File: src/rtl/runtime_ctr_bank.sv
// Multi-channel runtime counter bank: each channel times start-to-stop (or host synch)
// and holds the result for a registered, select-based readout.
module runtime_ctr_bank #(
    parameter int CTR_WIDTH = 32,
    parameter int NUM_CH    = 4,
    parameter int SAT_MODE  = 0,
    parameter int SEL_W     = (NUM_CH > 1) ? $clog2(NUM_CH) : 1
) (
    input  logic                 clk,
    input  logic                 rst,
    input  logic [NUM_CH-1:0]    start,
    input  logic [NUM_CH-1:0]    stop,
    input  logic                 synch,
    input  logic                 clear,
    input  logic [SEL_W-1:0]     rd_sel,
    output logic [CTR_WIDTH-1:0] rd_val,
    output logic                 rd_ovf,
    output logic [NUM_CH-1:0]    running,
    output logic [NUM_CH-1:0]    ovf,
    output logic [2*NUM_CH-1:0]  state_dbg
);

    typedef enum logic [1:0] {
        ST_IDLE = 2'd0,
        ST_RUN  = 2'd1,
        ST_HOLD = 2'd2
    } ch_state_e;

    localparam logic [CTR_WIDTH-1:0] CNT_MAX = '1;

    ch_state_e            state_q [NUM_CH];
    ch_state_e            state_d [NUM_CH];
    logic [CTR_WIDTH-1:0] cnt_q   [NUM_CH];
    logic [CTR_WIDTH-1:0] cnt_d   [NUM_CH];
    logic [NUM_CH-1:0]    ovf_q;
    logic [NUM_CH-1:0]    ovf_d;
    logic [CTR_WIDTH-1:0] sel_val;
    logic                 sel_ovf;

    // State register: channel FSMs together with their counts and sticky flags.
    always_ff @(posedge clk or negedge rst) begin
        if (!rst) begin
            for (int i = 0; i < NUM_CH; i++) begin
                state_q[i] <= ST_IDLE;
                cnt_q[i]   <= '0;
            end
            ovf_q <= '0;
        end else begin
            for (int i = 0; i < NUM_CH; i++) begin
                state_q[i] <= state_d[i];
                cnt_q[i]   <= cnt_d[i];
            end
            ovf_q <= ovf_d;
        end
    end

    // Next-state logic. Clear beats everything; in RUN a stop/synch beats a restart.
    always_comb begin
        ovf_d = ovf_q;
        for (int i = 0; i < NUM_CH; i++) begin
            state_d[i] = state_q[i];
            cnt_d[i]   = cnt_q[i];
            if (clear) begin
                state_d[i] = ST_IDLE;
                cnt_d[i]   = '0;
                ovf_d[i]   = 1'b0;
            end else begin
                case (state_q[i])
                    ST_IDLE, ST_HOLD: begin
                        if (start[i]) begin
                            state_d[i] = ST_RUN;
                            cnt_d[i]   = '0;
                            ovf_d[i]   = 1'b0;
                        end
                    end
                    ST_RUN: begin
                        if (stop[i] || synch) begin
                            state_d[i] = ST_HOLD;
                        end else if (start[i]) begin
                            cnt_d[i] = '0;
                            ovf_d[i] = 1'b0;
                        end else if (cnt_q[i] == CNT_MAX) begin
                            cnt_d[i] = (SAT_MODE != 0) ? CNT_MAX : '0;
                            ovf_d[i] = 1'b1;
                        end else begin
                            cnt_d[i] = cnt_q[i] + 1'b1;
                        end
                    end
                    default: begin
                        state_d[i] = ST_IDLE;
                        cnt_d[i]   = '0;
                    end
                endcase
            end
        end
    end

    // Outputs decoded straight from the state register.
    always_comb begin
        running   = '0;
        state_dbg = '0;
        for (int i = 0; i < NUM_CH; i++) begin
            running[i]          = (state_q[i] == ST_RUN);
            state_dbg[2*i +: 2] = state_q[i];
        end
    end

    assign ovf = ovf_q;

    // Unmatched selects (rd_sel >= NUM_CH) fall through to zero.
    always_comb begin
        sel_val = '0;
        sel_ovf = 1'b0;
        for (int i = 0; i < NUM_CH; i++) begin
            if (rd_sel == SEL_W'(i)) begin
                sel_val = cnt_q[i];
                sel_ovf = ovf_q[i];
            end
        end
    end

    always_ff @(posedge clk or negedge rst) begin
        if (!rst) begin
            rd_val <= '0;
            rd_ovf <= 1'b0;
        end else begin
            rd_val <= sel_val;
            rd_ovf <= sel_ovf;
        end
    end

endmodule

File: config.mk
export PLATFORM = sky130hd
export DESIGN_NAME = runtime_ctr_bank
export DESIGN_NICKNAME = d
export VERILOG_FILES = /design/src/rtl/runtime_ctr_bank.sv
export SDC_FILE = /design/constraint.sdc
export NUM_CORES = 1
export LEC_CHECK = 0
export BUFFER_PORTS_ARGS = -buffer_cell sky130_fd_sc_hd__buf_2
export CAP_MARGIN = 20
export CORE_MARGIN = 2
export CORE_UTILIZATION = 40
export CTS_BUF_LIST = sky130_fd_sc_hd__clkbuf_8
export CTS_CLUSTER_DIAMETER = 100
export DETAILED_ROUTE_END_ITERATION = 8
export SYNTH_ARGS = -nofsm -noshare
export SYNTH_HDL_FRONTEND = slang
export SYNTH_SLANG_ARGS = --single-unit
File: constraint.sdc
create_clock -name clk -period 3.15 [get_ports clk]
set_input_delay 0.315 -clock clk [delete_from_list [all_inputs] [get_ports clk]]
set_output_delay 0.315 -clock clk [all_outputs]
set_load 0.03 [all_outputs]
### Word level (Yosys, flattened, before mapping)

Cells that the tools add are included.

* bits in registers: 173
* bits of input ports: 14
* output and inout port bits: 49
* word-level logic and storage cells: 150

* add/sub/neg operators: 4
* eq/ne operators: 31
* muxes and demuxes: 72
* reduce and logical (&&, ||, !) cells: 29

Operators by type and width (count)
* $mux 32: 24
* $pmux 32 s2: 4
* $add 32x1->32 const B: 4
* $eq 32x32->1 const B: 4
* $mux 1: 24
* $mux 2: 12
* $ne 3x3->1 const B: 8
* $ne 4x3->1 const B: 4
* $pmux 2 s2: 4
* $reduce_and 2->1: 8
* $reduce_and 4->1: 4
* $eq 2x2->1 const B: 6
* $ne 3x2->1 const B: 4
* $reduce_bool 3->1: 4
* $eq 2x1->1 const B: 5
* $logic_not 2->1: 5
* $pmux 1 s2: 4
* $reduce_or 2->1: 4
* $logic_or 1x1->1: 4

### Depth between registers and ports, before layout

Gate-level depths: netlist (run 1).

* depth in word-level cells: 6
* mapped depth: 8
* gate-level depth less buffers: 6

### Worst setup path after synthesis (run 1)

No wires, ideal clock.

* kind: reg-to-reg
* start: register state_q (netlist bit state_dbg[6])
* end: register cnt_q[3] (netlist name)
* library setup time: 0.083 ns
* arrival: 2.224 ns
* data required time: 3.067 ns
* path slack: 0.843 ns
* stages on the path, launching flop included: 6
* path buffers: 0
* period minus slack after synthesis: 2.307 ns
* path through: dfrtp_1 nor2b_1 nand2_1 a31oi_1 o21ai_0 o22ai_1

* elaborated cells between the ends (all ways): 9
* classes of those cells: eq/ne: 4; mux: 2; reduce/logical: 3

RTL lines
* start: declaration: line 31 `ch_state_e state_q [NUM_CH];`
* start signal: indexed assignment: line 50 `state_q[i] <= state_d[i];`
* $eq 2x1->1 *
* via running[3]: line 18 `output logic [NUM_CH-1:0] running,`
* $pmux 32 s2 / $ne 3x3->1 (equally long branches)
* $mux 32 / $reduce_and 2->1 (equally long branches)
* end signal: indexed assignment: line 51 `cnt_q[i] <= cnt_d[i];`
* end: declaration: line 33 `logic [CTR_WIDTH-1:0] cnt_q [NUM_CH];`

Mark *: on every way through the listed nets, which the timed path passes. The rest lies on a longest branch.
A chain may end at the register's enable or synchronous reset.

### Worst setup path in the final report (run 1)

* start: register cnt_q[96] (netlist name)
* end: register cnt_q[106] (netlist name)

* cells in the longest elaborated chain, start to end: 6
* elaborated cells between the ends (all ways): 7
* classes of those cells: add/sub: 1; eq/ne: 1; mux: 5

Ends and longest elaborated chain
* $add 32x1->32 / $eq 32x32->1 (equally long branches): line 86, 82
* $mux 32 *: line 82 `end else if (cnt_q[i] == CNT_MAX) begin`
* $mux 32 *: line 79 `end else if (start[i]) begin`
* $mux 32 *: line 77 `if (stop[i] || synch) begin`
* $pmux 32 s2 *: line 68 `case (state_q[i])`
* $mux 32 *: line 63 `if (clear) begin`

Every way passes the cells marked *; elsewhere a longest branch is shown, timed or not. The select of a mux whose other input is x is not followed.

==> results of run 1 <==
## per-layer routing
metal	vias up	part of all wire, %
met5	-	0
met4	0	1.6
met3	23	3.9
met2	156	47
met1	3717	48
li1	3408	-
## how the worst max path moves through the flow
stage / from / to / slack, ns
after global routing: cnt_q[96]$_DFFE_PN0P_ / cnt_q[109]$_DFFE_PN0P_ / 0.49
after global placement: cnt_q[96]$_DFFE_PN0P_ / cnt_q[117]$_DFFE_PN0P_ / 0.63
final: cnt_q[96]$_DFFE_PN0P_ / cnt_q[106]$_DFFE_PN0P_ / 0.63
after floorplan: state_dbg[6]$_DFFE_PN0P_ / cnt_q[3]$_DFFE_PN0P_ / 0.84
after detailed placement: cnt_q[96]$_DFFE_PN0P_ / cnt_q[121]$_DFFE_PN0P_ / 0.64
after CTS: cnt_q[96]$_DFFE_PN0P_ / cnt_q[106]$_DFFE_PN0P_ / 0.61
## cell type report
cell class	instances	share of cell area (%)
clock inverter	14	1.54
multi-input combinational	646	44.7
clock buffer	18	2.42
sequential	173	42.2
inverter	13	0.476
timing repair buffer	85	5.16
tap	285	3.48
## placed cells by master (no fill, tap or decap), drive strengths merged, types with 21 or more instances in the layout
cell / count
a21oi: 51
o21ai: 53
nand4: 25
o211ai: 21
buf: 84
o2111ai: 31
or3: 29
nand3: 42
nor2: 100
xor2: 62
and3: 24
mux4: 33
nand2: 52
dfrtp: 173
## power groups by stage
stage                     clock network [mW]  registers, mW  logic, mW
after detailed placement                   0           2.28      0.312
after floorplan                            0           2.30      0.172
after global placement                     0           2.28      0.311
final                                   1.64           2.24      0.308
after global routing                    1.76           2.24      0.340
after CTS                               1.67           2.24      0.312
## Yosys cell counts (all sizes together) (4+ instances only)
cell and count:
a21oi 51, and2 4, and3 24, and4 9
buf 17, clkbuf 24, dfrtp 173, ha 4
inv 13, mux4 33, nand2 52, nand2b 7
nand3 42, nand4 25, nor2 100, nor2b 5
nor3 11, nor4 9, o2111ai 31, o211ai 21
o21ai 53, o31ai 18, o41ai 4, or2 4
or3 29, or4 15, xnor2 5, xor2 62
## kinds of logic (layout without fill, tap and decap cells)
family          Yosys count  after routing
compound gates          197            197
mux                      35             35
buf+inv                  54            130
flops                   173            173
xor+xnor                 67             67
simple gates            343            343
fa+ha+maj                 4              4
## worst reg2reg max path, cell delays in order, from the launching register on
cell     delay, ns
dfrtp_1       0.50
ha_1          0.24
nand3_1       0.18
nor4_4        0.50
nand4_2       0.34
a21oi_4       0.22
buf_4         0.31
nor2_1        0.11
## sequential cells by signal, indices dropped and copies added, names as in the netlist
| register | cells |
|---|---|
| rd_val | 32 |
| state_dbg | 8 |
| ovf | 4 |
| cnt_q | 128 |
| rd_ovf | 1 |
## metrics by stage
stage               power (mW)  instance area [sq um]
floorplan                 2.47                   9180
global placement          2.59                   9840
detailed placement        2.60                   9840
CTS                       4.22                  10300
global route              4.34                  10300
finish                    4.19                  10300
==> impl_metrics.ini, run 1 <==
[status]
outcome = finished, final reports clean

[power]
pwr-share-comb_pct = 7.4
p_switching_mw = 1.14
seqPwrFrac_pct = 53.4
p_leak_nw = 4.26
p_per_area_mw_per_mm2 = 409
sw_frac_of_total_pct = 27.2
p_int_mw = 3.05
ir_drop_mv = 0.215
pwr-share-clk_pct = 39.2

[yosys]
synth_cell_types = 67
ys_seq_area_share_pct = 47.2
yosysTopAreaCell = dfrtp_1
syn_nets = 891
synth_cells = 873
yosys_register_bits = 173
synthSimpleGateAreaFrac_pct = 20.1
ys_async_sr_fraction_pct = 100
synthXorXnorAreaFrac_pct = 6.39
post_synth_fa_ha_maj_area_fraction_pct = 0.545
yosys-top-cells-area = dfrtp_1, mux4_2, xor2_1, nor2_1, o2111ai_1
synth_edf_count = 0
synth_area_sq_mm = 0.00918
ys.flop_type = dfrtp_1
yosys.area.top_type_share_pct = 47.2
synth_top_family_by_area = simple AND/OR/NAND/NOR gates
synth-compound-area-share_pct = 14.6
yosys-mux-area-fraction_pct = 8.36
yosys_warnings = 0
synth_area_per_cell_sq_um = 10.5

[worst_setup_path]
crit_path_max_fanout = 27
slowest_stage = dfrtp_1
crit_cells = 7
endpoint_kind = register
crit_path_start_kind = register
crit_chain = ha_1 > nand3_1 > nor4_4 > nand4_2 > a21oi_4 > buf_4 > nor2_1
arrival_ns = 2.88
worstPathRequired_ns = 3.50
critical_path.top_delay_family = simple AND/OR/NAND/NOR gates
reg2reg_slack_ns = 0.63
r2r_end = cnt_q[106]$_DFFE_PN0P_
r2r-start = cnt_q[96]$_DFFE_PN0P_
critical_path_class = reg -> reg
r2r_cells = 7
cp_slowest_stage_delay_ns = 0.50
cp_num_buf_inv = 1

[sta]
hold_ws_ns = 0.121
finClkSkew_ns = 0.0108
worst_slew_pin_slew_ns = 0.897
setup_violations = 0
hold_violations = 0
max_freq_mhz = 397
fin_tns_setup_ns = 0
rsz0062_at_grt = false
max_slew_margin_pct = 40.1
fin_crit_sh_pct = 80.0
period_minus_slack_ns = 2.52
drv_slew = 0
fin_ws_ns = 0.629

[final_layout]
syn2layout_area_growth_pct = 11.7
drive_gt1_share_pct = 18.5
fillCellCount = 2188
final_nets = 954
multi_input_area_sq_mm = 0.00458
antenna_cells = 0
final_util_pct = 45.4
layout.cells.non_filler = 1234
regArea_sq_mm = 0.00433

[place]
globalplace.congestion = 0.853
portBuffers = 62
dp_cells = 1201
dp_hpwl_um = 17900
place_ws_ns = 0.640

[global_route]
top_usage_layer = met2
grt_antenna_before_repair = 0
met2_usage_pct = 32.6
first_global_vias = 6939
grt_pass1_wl_um = 39100
grt_util_all_layers_pct = 21.0
met3_usage_pct = 2.73
grt_max_degree = 73
met1_usage_pct = 30.7
grt_overflow = 0

[floorplan]
fp.dieW_um = 155
die_area_sq_mm = 0.0242
start_util_pct = 40.7
rows = 55
io_pins = 63
die_h_um = 155
core_area_sq_mm = 0.0226

[clock_tree]
clockRootBuffer = clkbuf_8
post_cts_resized = 0
cts_hold_buf = 1
cts.sinks = 173
cts_tree = yes
clockBufferDepth = 2
htree_levels = 4
clk_latency_ns = 0.48
post_cts_buffers = 0
cts_buffers = 17
clk_pin_slew_worst_paths_ns = 0.10

[drt]
dr_total_vias = 7304
wl_per_cell_um = 19.9
drc = 0
drtPass1Iterations = 5
drt_iter0_drc = 587
vias_per_cell = 5.92
ant_nets = 0
wl_um = 24500

[min_path]
hp-class = in -> reg
min-delay-start = start[3]
hold_path_end = state_dbg[6]$_DFFE_PN0P_
hold-path-cell-count = 3

[job]
cap_violations = 0
No activity file was read; power rests on OpenSTA's default activity.
==> run 2: changes to the inputs <==
Settings changed: ABC_AREA set to 1.
Clock period 3.15 ns to 2.2 ns, I/O delays scaled along.
==> run 2 against run 1 <==
  * Sequential share of layout area shrank 3.8 points
  * Non-clock buffer count grew 5
  * First-iteration DRC count up 34%
  * Register-to-register slack got worse by 0.35 ns
  * Fmax up 32%
  * Via count is 28% higher
  * Sequential cell count did not move
==> impl_metrics.ini, run 2 <==
[yosys]
yosys-top-cells-area = dfrtp_1, nand2_1, nor2_1, inv_1, nand3_1
synth_area_sq_mm = 0.0100
synth_area_per_cell_sq_um = 7.30
ys_seq_area_share_pct = 43.1
yosys_register_bits = 173
syn_nets = 1395
yosys_warnings = 0
synth_common_cells = nand2_1, nor2_1, dfrtp_1
synth_cell_types = 43
yosysTopAreaCell = dfrtp_1
synth-compound-area-share_pct = 6.41
synthXorXnorAreaFrac_pct = 4.18
yosys.area.top_type_share_pct = 43.1
synth_cells = 1377
ys.flop_type = dfrtp_1
synth_edf_count = 0
yosys-mux-area-fraction_pct = 0
post_synth_fa_ha_maj_area_fraction_pct = 0.498
synth_top_family_by_area = simple AND/OR/NAND/NOR gates
ys_async_sr_fraction_pct = 100
synthSimpleGateAreaFrac_pct = 37.2
yosysMostFrequentCell = nand2_1

[sta]
setup_violations = 0
max_slew_margin_pct = 56.7
drv_slew = 0
period_minus_slack_ns = 1.92
rsz0062_at_grt = false
finClkSkew_ns = 0.0231
hold_violations = 0
fin_crit_sh_pct = 87.1
max_freq_mhz = 522
worst_slew_pin_slew_ns = 0.650
fin_tns_setup_ns = 0

[floorplan]
die_area_sq_mm = 0.0264
io_pins = 63
rows = 58
die_h_um = 163
fp.dieW_um = 163
core_area_sq_mm = 0.0249
start_util_pct = 40.4

[clock_tree]
clockBufferDepth = 2
clk_latency_ns = 0.49
htree_levels = 4
cts_tree = yes
post_cts_buffers = 0
cts.sinks = 173
cts_buffers = 17
clockRootBuffer = clkbuf_8
clk_pin_slew_worst_paths_ns = 0.11

[drt]
top_layer_used = met4
route.met2.wl_um = 14500
drc = 0
wl_um = 30800
dr_total_vias = 9342
drtPass1Iterations = 6
drt_iter0_drc = 789
wl_met1_um = 13300
vias_per_cell = 5.19
ant_nets = 0
wl_per_cell_um = 17.1
wl_met3_um = 2260

[worst_setup_path]
worstPathRequired_ns = 2.55
crit_chain = ha_1 > nand2_1 > nor2_1 > nand2_1 > nor2_2 > nand3_1 > nand2_1 > nand2_2 > inv_2 > nor2_1
crit_path_max_fanout = 20
arrival_ns = 2.27
r2r-start = cnt_q[97]$_DFFE_PN0P_
endpoint_kind = register
critical_path_class = reg -> reg
crit_path_start_kind = register
startpoint = cnt_q[97]$_DFFE_PN0P_
cp_slowest_stage_delay_ns = 0.39
slowest_stage = dfrtp_1
crit_path_frequent_cell = nand2_1

[final_layout]
drive_gt1_share_pct = 12.7
final_util_pct = 45.2
mostFrequentLayoutCell = nand2_1
final_nets = 1476
final_cell_mix = nand2_1, nor2_1, dfrtp_1
syn2layout_area_growth_pct = 12.1
antenna_cells = 0
fillCellCount = 2546
largest_reg_flops = 128
top_register = cnt_q

[power]
sw_frac_of_total_pct = 28.9
p_per_area_mw_per_mm2 = 547
p_switching_mw = 1.78
pwr-share-comb_pct = 7.8
seqPwrFrac_pct = 52.3
ir_drop_mv = 0.347
p_leak_nw = 5.02
pwr-share-clk_pct = 40.0
p_int_mw = 4.37

[place]
portBuffers = 62
dp_hpwl_um = 24000
globalplace.congestion = 0.934

[global_route]
grt_max_degree = 50
grt_antenna_before_repair = 0
grt_overflow = 0
grt_pass1_wl_um = 49400
grt_util_all_layers_pct = 24.4
first_global_vias = 8931

[status]
outcome = finished, final reports clean

[min_path]
min-delay-start = start[0]
hp-class = in -> reg

[job]
cap_violations = 0
-- run 2: cell count changes after synthesis, sizes merged, moves of 18 or more --
cell and change:
o2111ai -23, nor2 +190, nand4 +33, mux4 -33, inv +158, xor2 -25, o31ai -18, nand3 +60
o211ai -21, a21oi -27, or3 -29, nand2 +305, and3 -23
-- run 2: power groups by stage --
stage,registers (mW),clock network (mW),logic [mW]
floorplan,3.31,0,0.272
global placement,3.28,0,0.479
detailed placement,3.28,0,0.481
CTS,3.22,2.51,0.483
global route,3.22,2.64,0.529
finish,3.22,2.46,0.479
-- run 2: final timing paths --
path                       slack (ns)                        to  cells after the start
hold / removal                   0.02        ovf[0]$_DFFE_PN0P_                      4
hold reg to reg                  0.54  state_dbg[4]$_DFFE_PN0P_                      1
max in group asynchronous        1.21    cnt_q[101]$_DFFE_PN0P_                      3
setup reg to reg                 0.28    cnt_q[117]$_DFFE_PN0P_                     10
setup / recovery                 0.28    cnt_q[117]$_DFFE_PN0P_                     10
min in group asynchronous        0.24    cnt_q[119]$_DFFE_PN0P_                      2
-- run 2: repair_timing --
action,CTS,global route
hold buffers,2,0
endpoints found under the hold margin,46,0
endpoints found under the setup margin,0,8
resized for setup,0,2
-- run 2: metrics by stage --
step / std cells / hold slack [ns] / setup slack, ns / area, sq um / power, mW
2_1_floorplan: 1377 / -0.0756 / 0.256 / 10000 / 3.58
4_1_cts: 1801 / 0.00728 / 0.221 / 11300 / 6.21
3_3_place_gp: 1767 / 0.211 / 0.267 / 10800 / 3.76
6_report: 1801 / 0.0212 / 0.284 / 11300 / 6.15
3_5_place_dp: 1767 / 0.214 / 0.251 / 10800 / 3.76
5_1_grt: 1801 / 0.0359 / 0.0131 / 11300 / 6.39
-- run 2: cell families after synthesis --
logic type | after synthesis
buffers and inverters | 200
xor gates and xnor gates | 48
AOI/OAI and AO/OA | 108
DFF | 173
adders and majority gates | 4
and+or+nand+nor | 844
-- run 2: critical path, delay by kind of cell, from the launching register on --
kind                     cells  cell delay, ns
AND/OR/NAND/NOR              8            0.92
flip-flops                   1            0.39
adder cells (fa/ha/maj)      1            0.20
buffers and inverters        1            0.29
-- run 2: area by class of cell --
| type | count | area [sq um] | share of cell area, % |
|---|---|---|---|
| Clock buffer | 17 | 234 | 2.08 |
| Clock inverter | 15 | 193 | 1.71 |
| Inverter | 172 | 663 | 5.89 |
| Multi-Input combinational cell | 1004 | 4860 | 43.2 |
| Sequential cell | 173 | 4330 | 38.4 |
| Tap cell | 330 | 413 | 3.67 |
| Timing Repair Buffer | 90 | 569 | 5.06 |
-- run 2: layer usage --
| metal | track usage (%) | vias to the layer above |
|---|---|---|
| met5 | 0 | - |
| met4 | 7.04 | 0 |
| met3 | 3.69 | 37 |
| met2 | 40.2 | 312 |
| met1 | 33.6 | 4413 |
| li1 | - | 4580 |
